--- src/rtl/seg_capture.sv ---
// Read-back decoder for the multiplexed active-low 7-segment bus: filters, decodes and tracks each digit.
// Optional hex glyphs (A, C, d, E, F) are decoded when SEG_CAPTURE_HEX_DECODE_EN is defined.
module seg_capture #(
  parameter int STABLE_CYC  = 4,
  parameter int TIMEOUT_CYC = 1048576
) (
  input  logic        clk,
  input  logic        reset,
  input  logic [7:0]  seg,
  input  logic [3:0]  an,
  input  logic        clear_err,
  output logic [15:0] digit,
  output logic [3:0]  dp,
  output logic [3:0]  valid,
  output logic        upd,
  output logic [1:0]  upd_idx,
  output logic [3:0]  seg_err,
  output logic        bus_err
);

  localparam int CW = $clog2(STABLE_CYC + 2);
  localparam int TW = $clog2(TIMEOUT_CYC);
  localparam logic [CW-1:0] RUN_ACC = CW'(STABLE_CYC);
  localparam logic [CW-1:0] RUN_SAT = CW'(STABLE_CYC + 1);
  localparam logic [TW-1:0] TO_LAST = TW'(TIMEOUT_CYC - 1);

  logic [7:0]    seg_s, seg_p;
  logic [3:0]    an_s, an_p;
  logic [CW-1:0] run_cnt;
  logic [TW-1:0] to_cnt [4];
  logic          accept;
  logic [3:0]    glyph_val;
  logic          glyph_ok;
  logic          sel_ok;
  logic          multi;
  logic [1:0]    sel_idx;
  logic [3:0]    cur_val;
  logic          new_dp;

  // The counter saturates one past the accept value so a long run fires exactly once.
  assign accept  = (run_cnt == RUN_ACC);
  assign cur_val = digit[{sel_idx, 2'b00} +: 4];
  assign new_dp  = ~seg_p[0];

  always_comb begin
    glyph_ok  = 1'b1;
    glyph_val = 4'hF;
    case (seg_p[7:1])
      7'h01: glyph_val = 4'h0;
      7'h4F: glyph_val = 4'h1;
      7'h12: glyph_val = 4'h2;
      7'h06: glyph_val = 4'h3;
      7'h4C: glyph_val = 4'h4;
      7'h24: glyph_val = 4'h5;
      7'h60: glyph_val = 4'h6;
      7'h0F: glyph_val = 4'h7;
      7'h00: glyph_val = 4'h8;
      7'h0C: glyph_val = 4'h9;
      7'h7F: glyph_val = 4'hF;
`ifdef SEG_CAPTURE_HEX_DECODE_EN
      7'h08: glyph_val = 4'hA;
      7'h31: glyph_val = 4'hC;
      7'h42: glyph_val = 4'hD;
      7'h30: glyph_val = 4'hE;
      7'h38: glyph_val = 4'hF;
`endif
      default: glyph_ok = 1'b0;
    endcase
  end

  always_comb begin
    sel_ok  = 1'b0;
    multi   = 1'b0;
    sel_idx = 2'd0;
    case (an_p)
      4'b1110: begin sel_ok = 1'b1; sel_idx = 2'd0; end
      4'b1101: begin sel_ok = 1'b1; sel_idx = 2'd1; end
      4'b1011: begin sel_ok = 1'b1; sel_idx = 2'd2; end
      4'b0111: begin sel_ok = 1'b1; sel_idx = 2'd3; end
      4'b1111: ;
      default: multi = 1'b1;
    endcase
  end

  // Later assignments in this block override earlier ones, so an accept beats a timeout
  // and a new error beats clear_err.
  always_ff @(posedge clk) begin
    if (reset) begin
      seg_s   <= 8'hFF;
      seg_p   <= 8'hFF;
      an_s    <= 4'hF;
      an_p    <= 4'hF;
      run_cnt <= '0;
      digit   <= 16'hFFFF;
      dp      <= 4'h0;
      valid   <= 4'h0;
      upd     <= 1'b0;
      upd_idx <= 2'd0;
      seg_err <= 4'h0;
      bus_err <= 1'b0;
      for (int i = 0; i < 4; i++) to_cnt[i] <= '0;
    end else begin
      seg_s <= seg;
      an_s  <= an;
      seg_p <= seg_s;
      an_p  <= an_s;
      if ({seg_s, an_s} != {seg_p, an_p})
        run_cnt <= CW'(1);
      else if (run_cnt != RUN_SAT)
        run_cnt <= run_cnt + CW'(1);

      upd <= 1'b0;
      if (clear_err) begin
        seg_err <= 4'h0;
        bus_err <= 1'b0;
      end

      for (int i = 0; i < 4; i++) begin
        if (valid[i]) begin
          if (to_cnt[i] == TO_LAST) begin
            valid[i]  <= 1'b0;
            to_cnt[i] <= '0;
          end else begin
            to_cnt[i] <= to_cnt[i] + TW'(1);
          end
        end
      end

      if (accept) begin
        if (multi) begin
          bus_err <= 1'b1;
        end else if (sel_ok) begin
          if (glyph_ok) begin
            digit[{sel_idx, 2'b00} +: 4] <= glyph_val;
            dp[sel_idx]     <= new_dp;
            valid[sel_idx]  <= 1'b1;
            to_cnt[sel_idx] <= '0;
            if (!valid[sel_idx] || cur_val != glyph_val || dp[sel_idx] != new_dp) begin
              upd     <= 1'b1;
              upd_idx <= sel_idx;
            end
          end else begin
            seg_err[sel_idx] <= 1'b1;
          end
        end
      end
    end
  end

endmodule

--- config.mk ---
export PLATFORM = sky130hd
export DESIGN_NAME = seg_capture
export DESIGN_NICKNAME = d
export VERILOG_FILES = /design/src/rtl/seg_capture.sv
export SDC_FILE = /design/constraint.sdc
export NUM_CORES = 1
export LEC_CHECK = 0
export BUFFER_PORTS_ARGS = -buffer_cell sky130_fd_sc_hd__buf_2
export CAP_MARGIN = 20
export CORE_MARGIN = 4
export CORE_UTILIZATION = 58
export CTS_BUF_LIST = sky130_fd_sc_hd__clkbuf_8
export CTS_CLUSTER_DIAMETER = 30
export CTS_CLUSTER_SIZE = 24
export DETAILED_ROUTE_END_ITERATION = 7
export PLACE_DENSITY = 0.77
export REMOVE_ABC_BUFFERS = 1
export SETUP_SLACK_MARGIN = 0.15
export SLEW_MARGIN = 20
export SYNTH_ARGS = -nofsm -noshare
export SYNTH_HDL_FRONTEND = slang
export SYNTH_SLANG_ARGS = --single-unit
--- constraint.sdc ---
create_clock -name clk -period 2.9 [get_ports clk]
set_input_delay 0.58 -clock clk [delete_from_list [all_inputs] [get_ports clk]]
set_output_delay 0.58 -clock clk [all_outputs]
set_load 0.1 [all_outputs]
# Word level (Yosys, flattened, before mapping)
# Memory sizes are Yosys's and may differ from the RTL's.
# Cells that the tools add are included.
dict set report totals {
  ff_bits 59
  ram_bits 80
  in_bits 15
  output_inout_bits 32
  wordCells 157
  memories 1
}
# name depth word_bits rd rd_ports_with_merged_regs write_ports line
set mem_list {}
lappend mem_list {to_cnt 4 20 4 0 5 30} ;# logic [TW-1:0] to_cnt [4];
dict set report classes {
  n_addsub 6
  magnitude_cmp 2
  eq_ne 24
  n_shift 3
  muxes 80
  bitwise 15
  reduce_logical 13
}
# operator n
set op_table {}
lappend op_table {{$mux W20} 8}
lappend op_table {{$add A20 B1 Y20 const B} 4}
lappend op_table {{$eq A20 B20 Y1 const B} 4}
lappend op_table {{$mux W1} 55}
lappend op_table {{$mux W4} 10}
lappend op_table {{$pmux W4 S10} 1}
lappend op_table {{$eq A7 B7 Y1 const B} 4}
lappend op_table {{$bwmux W16} 1}
lappend op_table {{$eq A4 B4 Y1 const B} 4}
lappend op_table {{$shift A4 B6 Y16 const A} 1}
lappend op_table {{$shiftx A16 B5 Y4} 1}
lappend op_table {{$shiftx A4 B6 Y16} 1}
lappend op_table {{$eq A7 B4 Y1 const B} 2}
lappend op_table {{$ne A12 B12 Y1} 1}
lappend op_table {{$reduce_or A11 Y1} 1}
lappend op_table {{$reduce_or A5 Y1} 2}
lappend op_table {{$or A1 B1 Y1} 8}
lappend op_table {{$or A4 B4 Y4} 2}
lappend op_table {{$eq A7 B1 Y1 const B} 1}
lappend op_table {{$eq A7 B3 Y1 const B} 1}
lappend op_table {{$eq A7 B5 Y1 const B} 1}
lappend op_table {{$eq A7 B6 Y1 const B} 1}
lappend op_table {{$logic_not A7 Y1} 1}
lappend op_table {{$neg A4 Y6} 1}
lappend op_table {{21 further kinds} 27}

# Longest topological paths before layout
dict set report depth {
  ltp_word 11
  mapped_depth 10
  depth_no_buf 8
}

# Worst setup path before layout
# No wires, ideal clock.
dict set report synth_timing {
  path_kind {flip-flop to flip-flop}
  startpoint {register valid[0]}
  endpoint {memory to_cnt[0][19] (netlist bit)}
  setup_time_ns 0.091
  arrival_time_ns 2.225
  path_slack_ns 0.584
  stages_incl_launch_ff 6
  path_buffers 0
  cell_sequence {dfxtp_1 -> nand2_1 -> a41oi_1 -> and4_1 -> a31oi_1 -> a311oi_1}
}
# item line
set synth_rtl {}
lappend synth_rtl {{from (decl)} 14} ;# output logic [3:0] valid,
lappend synth_rtl {{from (signal assigned)} 96} ;# valid <= 4'h0;
lappend synth_rtl {{from (signal, indexed assignment)} 121} ;# valid[i] <= 1'b0;
lappend synth_rtl {{from (signal, indexed assignment)} 136} ;# valid[sel_idx] <= 1'b1;
lappend synth_rtl {{to (decl)} 30}

# Worst setup path after layout
dict set report layout_timing {
  startpoint {register an_p[1]}
  endpoint {register upd}
}
dict set report layout_via {
  elab_chain_cells 8
  elab_cells_between_ends 23
  cone_classes {7 x eq/ne; 1 x shift; 7 x mux; 2 x bitwise; 6 x reduce/logical}
}
# item line
set layout_lines {}
lappend layout_lines {{from (decl)} 28} ;# logic [3:0] an_s, an_p;
lappend layout_lines {{from (signal assigned)} 106} ;# an_p <= an_s;
lappend layout_lines {{$eq A4 B3 Y1 or $eq A4 B4 Y1 (tied branches)} 75} ;# case (an_p)
lappend layout_lines {{$pmux W2 S3 *} 75}
lappend layout_lines {{net sel_idx[0]} 36} ;# logic [1:0] sel_idx;
lappend layout_lines {{parallel branches: the longest is 4 deep, another holds $shiftx A16 B5 Y4} --}
lappend layout_lines {{$logic_or A1 B1 Y1 *} 138} ;# if (!valid[sel_idx] || cur_val != glyph_val || dp[sel_idx] != new_dp) begin
lappend layout_lines {{$mux W1 *} 138}
lappend layout_lines {{to (signal assigned)} 97} ;# upd <= 1'b0;
lappend layout_lines {{to (signal assigned)} 112} ;# upd <= 1'b0;
lappend layout_lines {{to (signal assigned)} 139} ;# upd <= 1'b1;
lappend layout_lines {{to (decl)} 15} ;# output logic upd,
# Mark *: on every way through the listed nets, which the timed path passes. The select of a mux whose other input is x is not followed.
# A chain may end at the register's enable or synchronous reset.

==> metrics.md <==
| Metric | Value |
|---|---|
| Buffer cell driving the clock tree root | `sky130_fd_sc_hd__clkbuf_8` |
| Combinational family with the most area after synthesis | `simple AND/OR/NAND/NOR gates` |
| Sequential-to-total area share from yosys stat | `about 40%` |
| Top cells by area in the synthesized netlist | `sky130_fd_sc_hd__dfxtp_1, sky130_fd_sc_hd__a21oi_1, sky130_fd_sc_hd__nor2_1, sky130_fd_sc_hd__o21ai_0, sky130_fd_sc_hd__nand2_1` |
| Die area | `~14000 um2` |
| Buffers added on ports | `46` |
| Number of buffers between clock root and the deepest sink | `2` |
| DIE HEIGHT | `117 um` |
| Transition at the pin with the smallest max-transition slack | `between 0.6 and 0.7 ns` |
| Footprint of the multi-input gates | `approximately 4000 um2` |
| Critical path data arrival time | `between 2 and 3 ns` |
| Total congestion overflow after global routing | `0` |
| Most area-hungry cell type in the Yosys netlist | `sky130_fd_sc_hd__dfxtp_1` |
| Placed Cells incl. Taps | `1003` |
| Final Hold Vio Count | `0` |
| Hold Path Origin | `seg[4]` |
| Simple-gate share of the synthesized area | `~29%` |
| Final setup TNS | `0 ns` |
| Number of vias per cell | `around 6.1` |
| Clock sink total | `roughly 140` |
| Combined flip-flop and latch cell area | `between 2000 and 3000 um2` |
| Number of setup buffers added after CTS | `0` |
| Setup crit start | `an_p[1]$_SDFF_PP1_` |
| Final setup violation count | `0` |
| Fill cell instance count of the final layout | `approximately 960` |
| Initial antenna violation count | `0` |
| CTS buffer count | `17` |
| Via count | `6309` |
| Fraction of layout instances using a drive strength above 1 | `15.2%` |
| Crit share post-route | `about 86%` |
| Number of ports placed on the die boundary | `47` |
| Maximum clock skew at final layout | `about 0.011 ns` |
| Peak fanout along the critical path | `13` |
| Synth warn | `0` |
| Static leakage power | `between 2 and 3 nW` |
| Portion of synthesized cell area occupied by the leading cell type | `between 40% and 50%` |
| Final Worst Setup Slack | `0.409 ns` |
| Die boundary width | `roughly 120 um` |
| Cts hold-fix bufs | `0` |
| Hold/Removal Path Class | `in2reg` |
| Final antenna diode count | `0` |
| Pins over their slew limit | `0` |
| Drt first-iter violations | `roughly 530` |
| Post-cts gate resize count | `0` |
| Data required time of the worst path | `about 3.3 ns` |
| Largest net degree at the start of global routing | `34` |
| Adder-cell share of the synthesized area | `2.72%` |
| CP Class | `reg2reg` |
| Floorplan core area | `~12000 um2` |
| Post-Synth XOR/XNOR Area | `around 4.2%` |
| Final ANT Viol Nets | `0` |
| Vias in the first global route | `6010` |
| Number of remaining DRC errors | `0` |
| Mux contribution to synthesized area | `less than 1%` |
| Standard-cell rows | `39` |
| Worst-Skew Late Latency | `between 0.4 and 0.5 ns` |
| Reg2reg start | `an_p[1]$_SDFF_PP1_` |
| Minimum setup slack after placement | `0.382 ns` |
| Element type at the critical path start | `flip-flop` |
| Initial Utilization | `60.0%` |
| Critical path capture point type | `flip-flop` |
| Overall routing resource usage | `24.3%` |
| Setup repair after global routing missed its margin | `no` |
| Netlist area before placement | `6910 um2` |
| Cell count after synthesis | `845` |
| Non-filler instance count after layout | `approximately 1000` |
| CTS clk-pin slew, worst paths | `0.08 ns` |
| GPL Wtd Cong | `0.872` |
| Post-synthesis compound-gate area fraction | `between 10% and 20%` |
| Number of maximum-capacitance constraint violations | `0` |
| Number of detailed-routing iterations run before antenna repair | `5` |
| Synthesized area per cell | `around 8.2 um2` |
| Run status | `finished, final reports clean` |
| Final critical path time including I/O delays and setup | `approximately 2.5 ns` |
| Detail-routed net length per standard cell | `between 15 and 20 um` |
| Peak VDD IR | `~420 uV` |
| Max H-tree Level | `4` |
| Achievable frequency | `between 0.4 and 0.5 GHz` |
| Post-synth ARST share | `0%` |
| Worst relative slew slack | `a little over half` |
| Post-synthesis sequential element count | `approximately 140` |
| Cell variety after synth | `62` |
| Sum of routed wire length over all layers | `approximately 16000 um` |
| Count of flip-flops with a built-in enable after synthesis | `0` |
| # nets final | `909` |
| Layout overhead on the synthesized area | `10.9%` |
| Dominant register cell in the synthesized netlist | `sky130_fd_sc_hd__dfxtp_1` |
| TritonCTS clock tree | `yes` |
| Wire length of the first global-routing pass | `between 20000 and 30000 um` |
| Detailed Place HPWL | `between 10000 and 15000 um` |
| Total power divided by cell area | `about 500 nW/um2` |
[state kept, by name, summed over array words and instances (netlist names)]
signal / flops
upd: 1
upd_idx: 2
run_cnt: 3
an_s: 4
bus_err: 1
seg_s: 8
dp: 4
seg_p: 8
seg_err: 4
digit: 16
an_p: 4
to_cnt: 80
valid: 4
[placed cells by master (no fill, tap or decap), types with 5 or more instances in the layout]
| cell | netlist | routed |
|---|---|---|
| sky130_fd_sc_hd__nand2_1 | 60 | 60 |
| sky130_fd_sc_hd__inv_1 | 9 | 10 |
| sky130_fd_sc_hd__and3_1 | 32 | 32 |
| sky130_fd_sc_hd__ha_1 | 15 | 15 |
| sky130_fd_sc_hd__o21ai_0 | 53 | 53 |
| sky130_fd_sc_hd__nor4_1 | 13 | 12 |
| sky130_fd_sc_hd__xor2_1 | 22 | 22 |
| sky130_fd_sc_hd__a211oi_1 | 11 | 11 |
| sky130_fd_sc_hd__nand2b_1 | 7 | 7 |
| sky130_fd_sc_hd__a311oi_1 | 16 | 16 |
| sky130_fd_sc_hd__nand4_1 | 15 | 15 |
| sky130_fd_sc_hd__nor2_1 | 101 | 101 |
| sky130_fd_sc_hd__nor3b_1 | 19 | 19 |
| sky130_fd_sc_hd__buf_2 | 14 | 46 |
| sky130_fd_sc_hd__nor2b_1 | 6 | 6 |
| sky130_fd_sc_hd__or3_1 | 5 | 5 |
| sky130_fd_sc_hd__xnor2_1 | 9 | 9 |
| sky130_fd_sc_hd__buf_4 | 2 | 14 |
| sky130_fd_sc_hd__nand3_1 | 37 | 37 |
| sky130_fd_sc_hd__and2_1 | 9 | 9 |
| sky130_fd_sc_hd__nor3_1 | 24 | 24 |
| sky130_fd_sc_hd__a31oi_1 | 10 | 10 |
| sky130_fd_sc_hd__dfxtp_1 | 139 | 138 |
| sky130_fd_sc_hd__a21oi_1 | 79 | 79 |
| sky130_fd_sc_hd__or2_2 | 26 | 26 |
| sky130_fd_sc_hd__nand3b_1 | 14 | 14 |
| sky130_fd_sc_hd__clkbuf_8 | 0 | 23 |
| sky130_fd_sc_hd__o21ai_1 | 6 | 5 |
[cell families (layout without fill, tap and decap cells)]
kind of cell / count (synthesis) / count (layout)
AND/OR/NAND/NOR: 383 / 383
adder cells (fa/ha/maj): 15 / 15
buffers and inverters: 57 / 102
XOR/XNOR: 32 / 32
AO/OA/AOI/OAI: 216 / 216
multiplexers: 3 / 3
flip-flops: 139 / 139
[metal layers]
layer  part of all wire [%]  track usage [%]  routed length, um
met3                    5.1             5.35                812
met2                     48             40.3               7640
met5                      0                0                  0
met1                     45             31.3               7050
met4                    1.7             8.79                275
[through the flow]
step / hold WS [ns] / total power, W / area [um2] / util [%]
floorplan: 0.435 / 0.00211 / 6710 / -
global placement: 0.442 / 0.00217 / 7220 / 62.7
detailed placement: 0.445 / 0.00218 / 7220 / 62.7
CTS: 0.293 / 0.00382 / 7650 / 66.4
global route: 0.296 / 0.00393 / 7660 / 66.5
finish: 0.311 / 0.00380 / 7660 / 66.5
[cells in the mapped netlist, types with 10 or more instances]
master,count
sky130_fd_sc_hd__dfxtp_1,139
sky130_fd_sc_hd__nor2_1,101
sky130_fd_sc_hd__a21oi_1,79
sky130_fd_sc_hd__nand2_1,60
sky130_fd_sc_hd__o21ai_0,53
sky130_fd_sc_hd__nand3_1,37
sky130_fd_sc_hd__and3_1,32
sky130_fd_sc_hd__clkbuf_1,26
sky130_fd_sc_hd__or2_2,26
sky130_fd_sc_hd__nor3_1,24
sky130_fd_sc_hd__xor2_1,22
sky130_fd_sc_hd__nor3b_1,19
sky130_fd_sc_hd__a311oi_1,16
sky130_fd_sc_hd__ha_1,15
sky130_fd_sc_hd__nand4_1,15
sky130_fd_sc_hd__buf_2,14
sky130_fd_sc_hd__nand3b_1,14
sky130_fd_sc_hd__nor4_1,13
sky130_fd_sc_hd__a211oi_1,11
sky130_fd_sc_hd__a31oi_1,10
[worst max-delay path, stage by stage, from the launching register on]
cell and delay [ns]:
sky130_fd_sc_hd__dfxtp_1 0.51, sky130_fd_sc_hd__xor2_1 0.34, sky130_fd_sc_hd__nand2_2 0.23, sky130_fd_sc_hd__inv_2 0.24, sky130_fd_sc_hd__a32oi_1 0.15, sky130_fd_sc_hd__xnor2_1 0.16
sky130_fd_sc_hd__a311oi_1 0.33, sky130_fd_sc_hd__a41oi_2 0.22, sky130_fd_sc_hd__and2_1 0.20
[power breakdown]
group / internal, W / leakage, nW / switching, W
combinational: 0.0000760 / 1.60 / 0.000113
clock: 0.000975 / 0.225 / 0.000687
sequential: 0.00192 / 1.13 / 0.0000246
[worst paths after layout]
check	slack, ns	depth (start not counted)	endpoint
setup / recovery	0.41	8	upd$_SDFF_PP0_
hold reg to reg	0.46	1	an_p[0]$_SDFF_PP1_
hold / removal	0.31	2	seg_s[4]$_SDFF_PP1_
setup reg to reg	0.41	8	upd$_SDFF_PP0_
[cell type report]
cell class	instances	share of cell area (%)
Clock buffer	23	4.13
Clock inverter	7	1.47
Timing Repair Buffer	60	4.38
Multi-Input combinational cell	649	50.8
Inverter	12	0.588
Tap cell	143	2.34
Sequential cell	139	36.3
(Power assumes the default switching activity.)
